**src/rtl/disp_pkg.sv**
```systemverilog
// Shared types and constants for the 7-segment scan driver.
package disp_pkg;

  typedef enum logic {
    S_BLANK = 1'b0,
    S_SHOW  = 1'b1
  } scan_state_t;

  // Active-high pattern for a digit with every segment off
  localparam logic [6:0] SEG_BLANK = 7'h00;

  // Active-high hex font, bit order {g,f,e,d,c,b,a}: 0-9, A b C d E F
  localparam logic [6:0] HEX7_TBL [16] = '{
    7'h3F, 7'h06, 7'h5B, 7'h4F, 7'h66, 7'h6D, 7'h7D, 7'h07,
    7'h7F, 7'h6F, 7'h77, 7'h7C, 7'h39, 7'h5E, 7'h79, 7'h71
  };

endpackage

```
**src/rtl/disp_scan_mux_hex7seg.sv**
```systemverilog
// Combinational nibble to active-high 7-segment decoder.
module hex7seg
  import disp_pkg::*;
(
  input  logic [3:0] nib,
  output logic [6:0] seg_c
);

  // Table lookup; output polarity is applied downstream
  assign seg_c = HEX7_TBL[nib];

endmodule

```
**src/rtl/disp_scan_mux.sv**
```systemverilog
// Time-multiplexed common-anode 7-segment driver with inter-digit ghost blanking.
module disp_scan_mux
  import disp_pkg::*;
#(
  parameter int unsigned NDIG      = 4,
  parameter int unsigned GHOST_CYC = 2,
  parameter int unsigned SEG_ACT   = 0,
  parameter int unsigned AN_ACT    = 0
) (
  input  logic              clk,
  input  logic              rst,
  input  logic              scan_in,
  input  logic [4*NDIG-1:0] value,
  input  logic [NDIG-1:0]   dp_mask,
  input  logic              blank_lz,
  output logic [6:0]        seg,
  output logic              dp,
  output logic [NDIG-1:0]   an
);

  localparam int unsigned IW     = (NDIG > 1) ? $clog2(NDIG) : 1;
  localparam int unsigned GW     = 4;
  localparam logic        SEG_ON = (SEG_ACT != 0);
  localparam logic        AN_ON  = (AN_ACT != 0);

  logic              scan_q;
  logic              step;
  logic [IW-1:0]     idx;
  logic [4*NDIG-1:0] val_q;
  logic [NDIG-1:0]   dpm_q;
  logic              blz_q;
  logic              armed;
  scan_state_t       state, state_nx;
  logic [GW-1:0]     gcnt, gcnt_nx;

  logic [3:0]        nib;
  logic              dp_sel;
  logic              lz_sel;
  logic [NDIG-1:0]   lz;
  logic              zero_run;
  logic [6:0]        seg_dec;

  logic [NDIG-1:0]   an1;
  logic [6:0]        seg1;
  logic              dp1;

  assign step = scan_in & ~scan_q;

  // Edge detect, digit index, snapshot and FSM state registers
  always_ff @(posedge clk) begin
    if (rst) begin
      scan_q <= 1'b0;
      idx    <= '0;
      val_q  <= '0;
      dpm_q  <= '0;
      blz_q  <= 1'b0;
      armed  <= 1'b0;
      state  <= S_BLANK;
      gcnt   <= '0;
    end else begin
      scan_q <= scan_in;
      state  <= state_nx;
      gcnt   <= gcnt_nx;
      if (step) begin
        idx   <= (idx == IW'(NDIG - 1)) ? '0 : idx + IW'(1);
        val_q <= value;
        dpm_q <= dp_mask;
        blz_q <= blank_lz;
        armed <= 1'b1;
      end
    end
  end

  // Next-state logic; armed keeps the display dark until the first scan step after reset
  always_comb begin
    state_nx = state;
    gcnt_nx  = gcnt;
    if (step) begin
      state_nx = (GHOST_CYC == 0) ? S_SHOW : S_BLANK;
      gcnt_nx  = '0;
    end else begin
      case (state)
        S_BLANK: begin
          if (armed) begin
            if ((GHOST_CYC == 0) || (gcnt == GW'(GHOST_CYC - 1))) begin
              state_nx = S_SHOW;
            end else begin
              gcnt_nx = gcnt + GW'(1);
            end
          end
        end
        S_SHOW:  state_nx = S_SHOW;
        default: state_nx = S_BLANK;
      endcase
    end
  end

  // Leading-zero mask: digit i blanks when it and every digit above it are zero
  always_comb begin
    zero_run = 1'b1;
    lz       = '0;
    for (int i = NDIG - 1; i >= 0; i--) begin
      zero_run = zero_run & (val_q[4*i +: 4] == 4'h0);
      lz[i]    = blz_q & (i > 0) & zero_run;
    end
  end

  // Select nibble, decimal point and blank flag of the current digit
  always_comb begin
    nib    = 4'h0;
    dp_sel = 1'b0;
    lz_sel = 1'b0;
    for (int i = 0; i < NDIG; i++) begin
      if (idx == IW'(i)) begin
        nib    = val_q[4*i +: 4];
        dp_sel = dpm_q[i];
        lz_sel = lz[i];
      end
    end
  end

  hex7seg u_hex7seg (
    .nib   (nib),
    .seg_c (seg_dec)
  );

  // Active-high display stage derived from the FSM
  always_ff @(posedge clk) begin
    if (rst) begin
      an1  <= '0;
      seg1 <= SEG_BLANK;
      dp1  <= 1'b0;
    end else if (state == S_SHOW) begin
      an1  <= NDIG'(1) << idx;
      seg1 <= lz_sel ? SEG_BLANK : seg_dec;
      dp1  <= dp_sel;
    end else begin
      an1  <= '0;
      seg1 <= SEG_BLANK;
      dp1  <= 1'b0;
    end
  end

  // Output register applying pad polarity
  always_ff @(posedge clk) begin
    if (rst) begin
      an  <= {NDIG{~AN_ON}};
      seg <= {7{~SEG_ON}};
      dp  <= ~SEG_ON;
    end else begin
      an  <= AN_ON ? an1 : ~an1;
      seg <= SEG_ON ? seg1 : ~seg1;
      dp  <= SEG_ON ? dp1 : ~dp1;
    end
  end

endmodule

```
**config.mk**
```make
export PLATFORM = sky130hd
export DESIGN_NAME = disp_scan_mux
export DESIGN_NICKNAME = d
export VERILOG_FILES = /design/src/rtl/disp_pkg.sv /design/src/rtl/disp_scan_mux_hex7seg.sv /design/src/rtl/disp_scan_mux.sv
export SDC_FILE = /design/constraint.sdc
export NUM_CORES = 1
export LEC_CHECK = 0
export BUFFER_PORTS_ARGS = -buffer_cell sky130_fd_sc_hd__buf_2
export CAP_MARGIN = 15
export CORE_MARGIN = 5
export CORE_UTILIZATION = 50
export CTS_BUF_LIST = sky130_fd_sc_hd__clkbuf_8
export DETAILED_ROUTE_END_ITERATION = 10
export HOLD_SLACK_MARGIN = 0.15
export PLACE_DENSITY_LB_ADDON = 0.08
export SLEW_MARGIN = 10
export SYNTH_ARGS = -nofsm -noshare
export SYNTH_HDL_FRONTEND = slang
export SYNTH_HIERARCHICAL = 1
export SYNTH_SLANG_ARGS = --single-unit
```
**constraint.sdc**
```tcl
create_clock -name clk -period 2.9 [get_ports clk]
set_input_delay 0.29 -clock clk [delete_from_list [all_inputs] [get_ports clk]]
set_output_delay 0.29 -clock clk [all_outputs]
set_load 0.05 [all_outputs]
```
* After elaboration in Yosys (flattened, before gate mapping)
Memories as Yosys holds them, arrays and structs flattened. A register that Yosys moved wholly into a read port is not among the register bits. Cells that the tools add are included.
Operators by class: add/subtract/negate cells 2, eq/ne operators 4, shift operators 1, multiplexer cells 15, bitwise gates (word level) 13, reductions and logical operators 8
Operator list (count):
- two-way mux 4 bit | 4
- zero test 4 bit | 3
- two-way mux 1 bit | 9
- inverter 7 bit | 1
- bitwise AND 1 bit | 6
- inverter 4 -> 5 bit | 1
- adder 4 x 1 -> 4 bit, second input constant | 1
- equality test 2 bit, second input constant | 2
- equality test 4 x 1 -> 1 bit, second input constant | 1
- inverter 1 bit | 4
- inverter 4 bit | 1
- OR reduction 2 bit | 2
- left shift 1 x 2 -> 4 bit, first input constant | 1
- AND reduction 3 bit | 1
- OR reduction 3 bit | 1
- adder 2 x 1 -> 2 bit, second input constant | 1
- equality test 2 x 1 -> 1 bit, second input constant | 1
- zero test 2 bit | 1
- two-way mux 2 bit | 1
- case mux 1 bit (2 select lines) | 1
Storage, ports and cells: register bits after elaboration 47, memory bits (read-only) 112, bits of input ports 24, output and inout port bits 12, word-level logic and storage cells 57, memories 1
Memory list:
- (no name shown) | words 16, bits a word 7, rd ports 1, clocked after memory_dff 1, write ports 0, line disp_scan_mux_hex7seg.sv:10 | assign seg_c = HEX7_TBL[nib];

* Depth between registers and ports, before layout
Gate-level depths: netlist (run 1).
word-level depth 8, depth in mapped cells 12, mapped depth without buffers 11

* Hierarchy
The synthesis (run 1) kept the hierarchy.
Modules (own cells, without submodules):
- disp_scan_mux | instances 1, cells each 241, area an instance 2009.4 um^2, sequential area each 1081.0 um^2
- hex7seg | instances 1, cells each 33, area an instance 294.0 um^2, sequential area each 0.0 um^2

* Worst setup path before layout (run 1)
No wires, ideal clock.
kind reg2reg, start reg idx[0], end reg seg1[3], library setup time 0.125 ns, arrival time 2.263 ns, required time 2.775 ns, setup slack 0.512 ns, stages on the path, launching flop included 13, path buffers 1, period minus slack after synthesis 2.388 ns, path through dfxtp_1 > inv_1 > ha_1 > clkbuf_1 > a21oi_1 > o21ai_0 > a22o_1 > inv_1 > ha_1 > inv_1 > mux4_1 > nand2_1 > a21oi_1
Between the ends: longest elaborated chain between the ends 6, elaborated cells on any way between the ends 13, classes of those cells eq/ne: 3; mux: 7; bitwise: 1; reduce/logical: 2
Ends and longest elaborated chain:
- start: declaration | line disp_scan_mux.sv:28 | logic [IW-1:0] idx;
- start signal: assignment | line disp_scan_mux.sv:65 | idx <= (idx == IW'(NDIG - 1)) ? '0 : idx + IW'(1);
- zero test 2 bit | line disp_scan_mux.sv:114 | if (idx == IW'(i)) begin
- two-way mux 4 bit (3 in a row) | line disp_scan_mux.sv:114
- two-way mux 4 bit * | line disp_scan_mux.sv:114
- via nib[1] | line disp_scan_mux.sv:36 | logic [3:0] nib;
- inverter 4 -> 5 bit (implied by the code) * | line disp_scan_mux_hex7seg.sv:10
- end: declaration | line disp_scan_mux.sv:44 | logic [6:0] seg1;
Mark *: on every way through the listed nets, which the timed path passes. The rest lies on a longest branch. A chain may end at the register's enable or synchronous reset.

* Worst setup path in the final report (run 1)
Ends and elaborated chain as after synthesis.

==> metrics.txt, run 1 <==
#FFs+latches synth=54; fmax=390 MHz; placed cells=347; width of the die=77.9 um; Commonest cells post-synth=71 x nand2_1, 54 x dfxtp_1, 44 x a21oi_1; Setup TNS=0 ns; # DRC=0; Worst EP required=3.09 ns; final hold vios=0; first-pass GRT wire length=7.42 mm; layout cell share with drive strength beyond 1=17.5%; I/O Buffers=35; CP max-delay cell=mux4_1; top cell type by total area after synthesis=dfxtp_1; maximum fanout along the worst path=11; Ys Warns=6; Static Leakage=1.02 nW; total clock buffers created by CTS=5; vias=1790; Core Area=4410 um^2; CTS sink cnt=54; final net count=339; largest family of logic cells by synthesized area=simple AND/OR/NAND/NOR gates; relative slew slack=50.8%; vias in the first global route=1719; fin crit period=2.56 ns; Post-CTS Setup Inserts=0; Synth cell types=34; Die Area=6060 um^2; count leader, synth=nand2_1; cell chain of the critical path=inv_1 > ha_1 > a21oi_1 > o21ai_0 > a22o_1 > inv_1 > ha_1 > mux4_1 > nand2_1 > a21oi_1; Post-DRT Antenna Nets=0; status=finished, final reports clean; DRT Pass-1 Iters=4; design area=2570 um^2; vias per std cell=5.04; syn_area_per_cell=8.41 um^2; Post-Synth Simple-Gate Area=19.0%; Worst-Margin Slew=0.736 ns; synth top area cells=dfxtp_1 47%, nand2_1 12%, a21oi_1 9.6%; Final Power=1.41 mW; Setup Crit Path Kind=flop to flop; Total Wirelength=4.12 mm; final std cells w/o fill=355; GRT overflow=0; synthesized area=2300 um^2; asr flop ratio synth=0%; GRT Total Usage=14.8%; multi-input logic area=1080 um^2; I/O pin count=36; row count=24; H-tree depth=2; mux share of post-synthesis cell area=5.00%; Max Slew Vio Count=0; Clock Latency Late Sink=0.31 ns; clock-pin slew on the worst setup and hold paths=0.09 ns; routability cong.=0.818; largest net degree at the start of global routing=29; max cap viols=0; R2R Setup Slk=0.34 ns; maximum vdd drop=0.309 mV; FF/Latch Area=1080 um^2; hold crit path type=input pin to flop; post-route core utilization=58.3%; Post-synth top flop=dfxtp_1; HPWL Detailed=2.98 mm; WL/cell=11.6 um; delay of the slowest critical-path stage=0.48 ns; Hold Path Depth=3; post-synthesis sequential area ratio=46.9%; ANT cells=0; Critical Path Sink Type=flop; Initial DRC Count=62; CTS tree=done; initial antenna violation count=0; Crit path arrival time=2.76 ns; Post-synth EDFFs=0; PostCTS Resize Cnt=0; pwr dens=547 nW/um^2; HP Start=value[7]; # hold bufs at CTS=0; area growth from synthesis to layout=11.7%; endpoints failing setup=0; Clock Skew=0.00713 ns; Net Count, Synth=311; CTS Buffer Depth=2; die height=77.9 um; FF-to-FF path depth=10; Worst Setup Start Kind=flop; CTS Root Cell=clkbuf_8; Hold EP=val_q[7]; compound-cell area share of the yosys netlist=15.9%; Post-Synth XOR/XNOR Area=0%; Synth Area in Adders=7.06%; area post-placement=2480 um^2; fin crit share=88.4%; worst r2r dst=seg1[3]; Synth Instances=274; Initial Util=52.2%; RSZ-0062 raised after global routing=no; r2r startpoint=idx[0]; number of filler cells placed in the layout=425; top cell type's share of synthesized area=46.9%
==> worst max-delay path by stage <==
stage	start	slack [ns]	end	cells after the start
after detailed placement	idx[0]	0.33	seg1[3]	11
after global routing	idx[0]	0.12	seg1[3]	11
final	idx[0]	0.34	seg1[3]	10
after CTS	idx[0]	0.33	seg1[3]	11
after floorplan	idx[0]	0.51	seg1[3]	12
after global placement	idx[0]	0.42	seg1[3]	11
==> metal layers <==
metal	vias to the layer above	global-route usage (%)	part of all wire, %
li1	955	-	-
met1	793	18.2	50
met2	35	23.4	43
met3	7	4.98	5.1
met4	0	6.53	1.9
met5	-	0	0
==> stage by stage <==
stage / setup WS (ns) / hold WS [ns]
after global placement: 0.416 / 0.348
final: 0.337 / 0.214
after floorplan: 0.512 / 0.343
after global routing: 0.117 / 0.192
after detailed placement: 0.332 / 0.347
after CTS: 0.335 / 0.204
==> critical path: cells and delay by family (launching register included) <==
family / cells / cell delay (ns)
DFF: 1 / 0.45
muxes: 1 / 0.48
and+or+nand+nor: 1 / 0.07
AOI/OAI and AO/OA: 4 / 0.59
buffers and inverters: 2 / 0.27
adders and majority gates: 2 / 0.60
==> state kept, by name, indices dropped and copies added (netlist names) <==
| name | count |
|---|---|
| idx | 2 |
| state | 1 |
| dpm_q | 4 |
| seg | 7 |
| gcnt | 4 |
| armed | 1 |
| blz_q | 1 |
| dp | 1 |
| val_q | 16 |
| an | 4 |
| an1 | 4 |
| dp1 | 1 |
| seg1 | 7 |
| scan_q | 1 |
==> cell families (layout without fill, tap and decap cells) <==
group / after synthesis / in the layout
mux: 9 / 9
buf+inv: 32 / 61
fa+ha+maj: 13 / 13
flops: 54 / 54
simple gates: 102 / 102
compound gates: 64 / 64
==> cell type report <==
cell class	instances	area share, %
multi-input combinational	188	42.0
tap	52	2.53
inverter	16	2.38
clock inverter	2	0.486
clock buffer	6	3.21
timing repair buffer	37	7.39
sequential	54	42.0
==> cell usage in the layout, fill, tap and decap left out, types with 2 or more instances in the layout <==
master,count
nand2_1,71
or3_1,3
o21ai_0,9
nand2b_1,2
mux2_2,3
buf_2,35
inv_1,15
ha_1,13
nor2_1,10
nor2b_1,5
a21oi_1,44
mux2i_1,4
nand3_1,2
dfxtp_1,54
nor3_1,4
clkbuf_8,6
nor4_1,2
buf_4,2
a22o_1,4
==> power by group <==
part | internal [mW] | switching (mW) | leakage [nW]
registers | 0.764 | 0.0174 | 0.440
logic | 0.0865 | 0.114 | 0.533
clock network | 0.192 | 0.235 | 0.0472
total | 1.04 | 0.366 | 1.02
(Power assumes the default switching activity.)
==> run 2: changes to the inputs <==
SYNTH_HIERARCHICAL = not set   (was 1)
==> metrics.txt, run 2 <==
status=finished, final reports clean; delay of the slowest critical-path stage=0.45 ns; Net Count, Synth=296; CTS tree=done; Clock Latency Late Sink=0.30 ns; routability cong.=0.785; Setup Crit Path Kind=flop to flop; Total Wirelength=4.16 mm; Crit path arrival time=2.67 ns; final hold vios=0; top cell type's share of synthesized area=46.7%; CP max-delay cell=dfxtp_1; Worst EP required=3.06 ns; cell chain of the critical path=inv_1 > ha_1 > nor2_2 > o211ai_1 > o311ai_2 > inv_1 > ha_1 > and2_1 > o21ai_1 > a21oi_1; fmax=399 MHz; I/O Buffers=35; # DRC=0; switching part of the total power=25.8%; synth top area cells=dfxtp_1 47%, nand2_1 9.2%, ha_1 7.0%; logic gate share of total power=14.0%; final net count=325; Sequential Power Share=56.1%; maximum fanout along the worst path=7; largest net degree at the start of global routing=44; H-tree depth=2; asr flop ratio synth=0%; synthesized area=2320 um^2; design area=2600 um^2; row count=24; total clock buffers created by CTS=5; GRT Total Usage=14.4%; Post-synth EDFFs=0; Synth cell types=39; CTS sink cnt=54; top flop regs=val_q (16), seg1 (7), seg (7); first-pass GRT wire length=7.19 mm; GRT overflow=0; WL/cell=12.2 um; Ys Warns=0; # hold bufs at CTS=0; count leader, synth=nand2_1; DRT Pass-1 Iters=5; Static Leakage=1.00 nW; pre-CTS WS=0.215 ns; Initial Util=52.5%; FF-to-FF path depth=10; HPWL Detailed=3.01 mm; Post-Synth XOR/XNOR Area=1.51%; Clk pwr share=29.9%; most common cell after layout, fill and taps aside=nand2_1; layout cell share with drive strength beyond 1=19.0%; syn_area_per_cell=8.94 um^2; number of flip-flops in the largest register=16; Post-synth top flop=dfxtp_1; Post-Synth Simple-Gate Area=24.6%; max cap viols=0; CTS Root Cell=clkbuf_8; Final Power=1.40 mW; Synth Area in Adders=7.02%; clock-pin slew on the worst setup and hold paths=0.09 ns; Worst Setup Start Kind=flop; Biggest register=val_q; final std cells w/o fill=341; Max Slew Vio Count=0; Initial DRC Count=61; Commonest cells post-synth=57 x nand2_1, 54 x dfxtp_1, 28 x a21oi_1; compound-cell area share of the yosys netlist=14.9%; mux share of post-synthesis cell area=0.864%; Critical Path Sink Type=flop; Post-CTS Setup Inserts=0; area post-placement=2490 um^2; fin crit period=2.51 ns; Hold Path Depth=3; die height=78.1 um; Int Power=1.04 mW; endpoints failing setup=0; Setup TNS=0 ns; Core Area=4410 um^2; relative slew slack=33.8%; RSZ-0062 raised after global routing=no; vias=1732; Worst-Margin Slew=0.989 ns; Synth Instances=259; largest family of logic cells by synthesized area=simple AND/OR/NAND/NOR gates; vias per std cell=5.08; vias in the first global route=1620; placed cells=333; Die Area=6090 um^2; I/O pin count=36; width of the die=78.1 um; initial antenna violation count=0; P_sw=0.360 mW; most frequent cells in the layout=57 x nand2_1, 54 x dfxtp_1, 35 x buf_2; CTS Buffer Depth=2; top cell type by total area after synthesis=dfxtp_1; area growth from synthesis to layout=12.2%; post-route core utilization=58.8%; worst setup margin=0.392 ns; fin crit share=86.5%; #FFs+latches synth=54; Clock Skew=0.00800 ns; hold slack=0.213 ns; ANT cells=0; pwr dens=538 nW/um^2; post-synthesis sequential area ratio=46.7%; maximum vdd drop=0.337 mV; Post-DRT Antenna Nets=0; hold crit path type=input pin to flop
run 2: cells by family after synthesis:
| group | Yosys count |
|---|---|
| simple gates | 115 |
| xor+xnor | 4 |
| fa+ha+maj | 13 |
| compound gates | 49 |
| buf+inv | 22 |
| mux | 2 |
| flops | 54 |
run 2: layout make-up:
| type | count | area (um^2) |
|---|---|---|
| inverter | 8 | 30.0 |
| fill | 417 | 1820 |
| clock inverter | 2 | 12.5 |
| tap | 52 | 65.1 |
| clock buffer | 6 | 82.6 |
| sequential | 54 | 1080 |
| multi-input combinational | 183 | 1140 |
| timing repair buffer | 36 | 183 |
run 2: critical path, delay by kind of cell, from the launching register on:
| family | cells | cell delay, ns |
|---|---|---|
| buf+inv | 2 | 0.30 |
| simple gates | 2 | 0.44 |
| compound gates | 4 | 0.58 |
| flops | 1 | 0.45 |
| fa+ha+maj | 2 | 0.60 |
run 2: power by group through the flow:
| stage | clock, mW | combinational (mW) | sequential [mW] |
|---|---|---|---|
| global route | 0.471 | 0.223 | 0.787 |
| floorplan | 0 | 0.155 | 0.797 |
| global placement | 0 | 0.195 | 0.801 |
| detailed placement | 0 | 0.195 | 0.802 |
| finish | 0.419 | 0.195 | 0.784 |
| CTS | 0.436 | 0.196 | 0.784 |
run 2: what timing repair did:
action                     in CTS  in global routing
setup endpoints to repair       0                  2
gates resized for setup         0                  1
hold endpoints to repair        0                  0
run 2: layer usage:
metal / share of wire (%) / GRT usage (%) / up-vias
met5: 0 / 0 / -
met1: 48 / 18.7 / 762
met2: 45 / 22.2 / 33
li1: - / - / 930
met4: 2.1 / 6.08 / 0
met3: 5.3 / 4.58 / 7
run 2: path summary, 6_finish.rpt:
kind,end,startpoint,slack [ns]
setup / recovery,seg1[3],idx[0],0.39
hold / removal,dpm_q[0],dp_mask[0],0.21
setup reg to reg,seg1[3],idx[0],0.39
hold reg to reg,an[3],an1[3],0.38
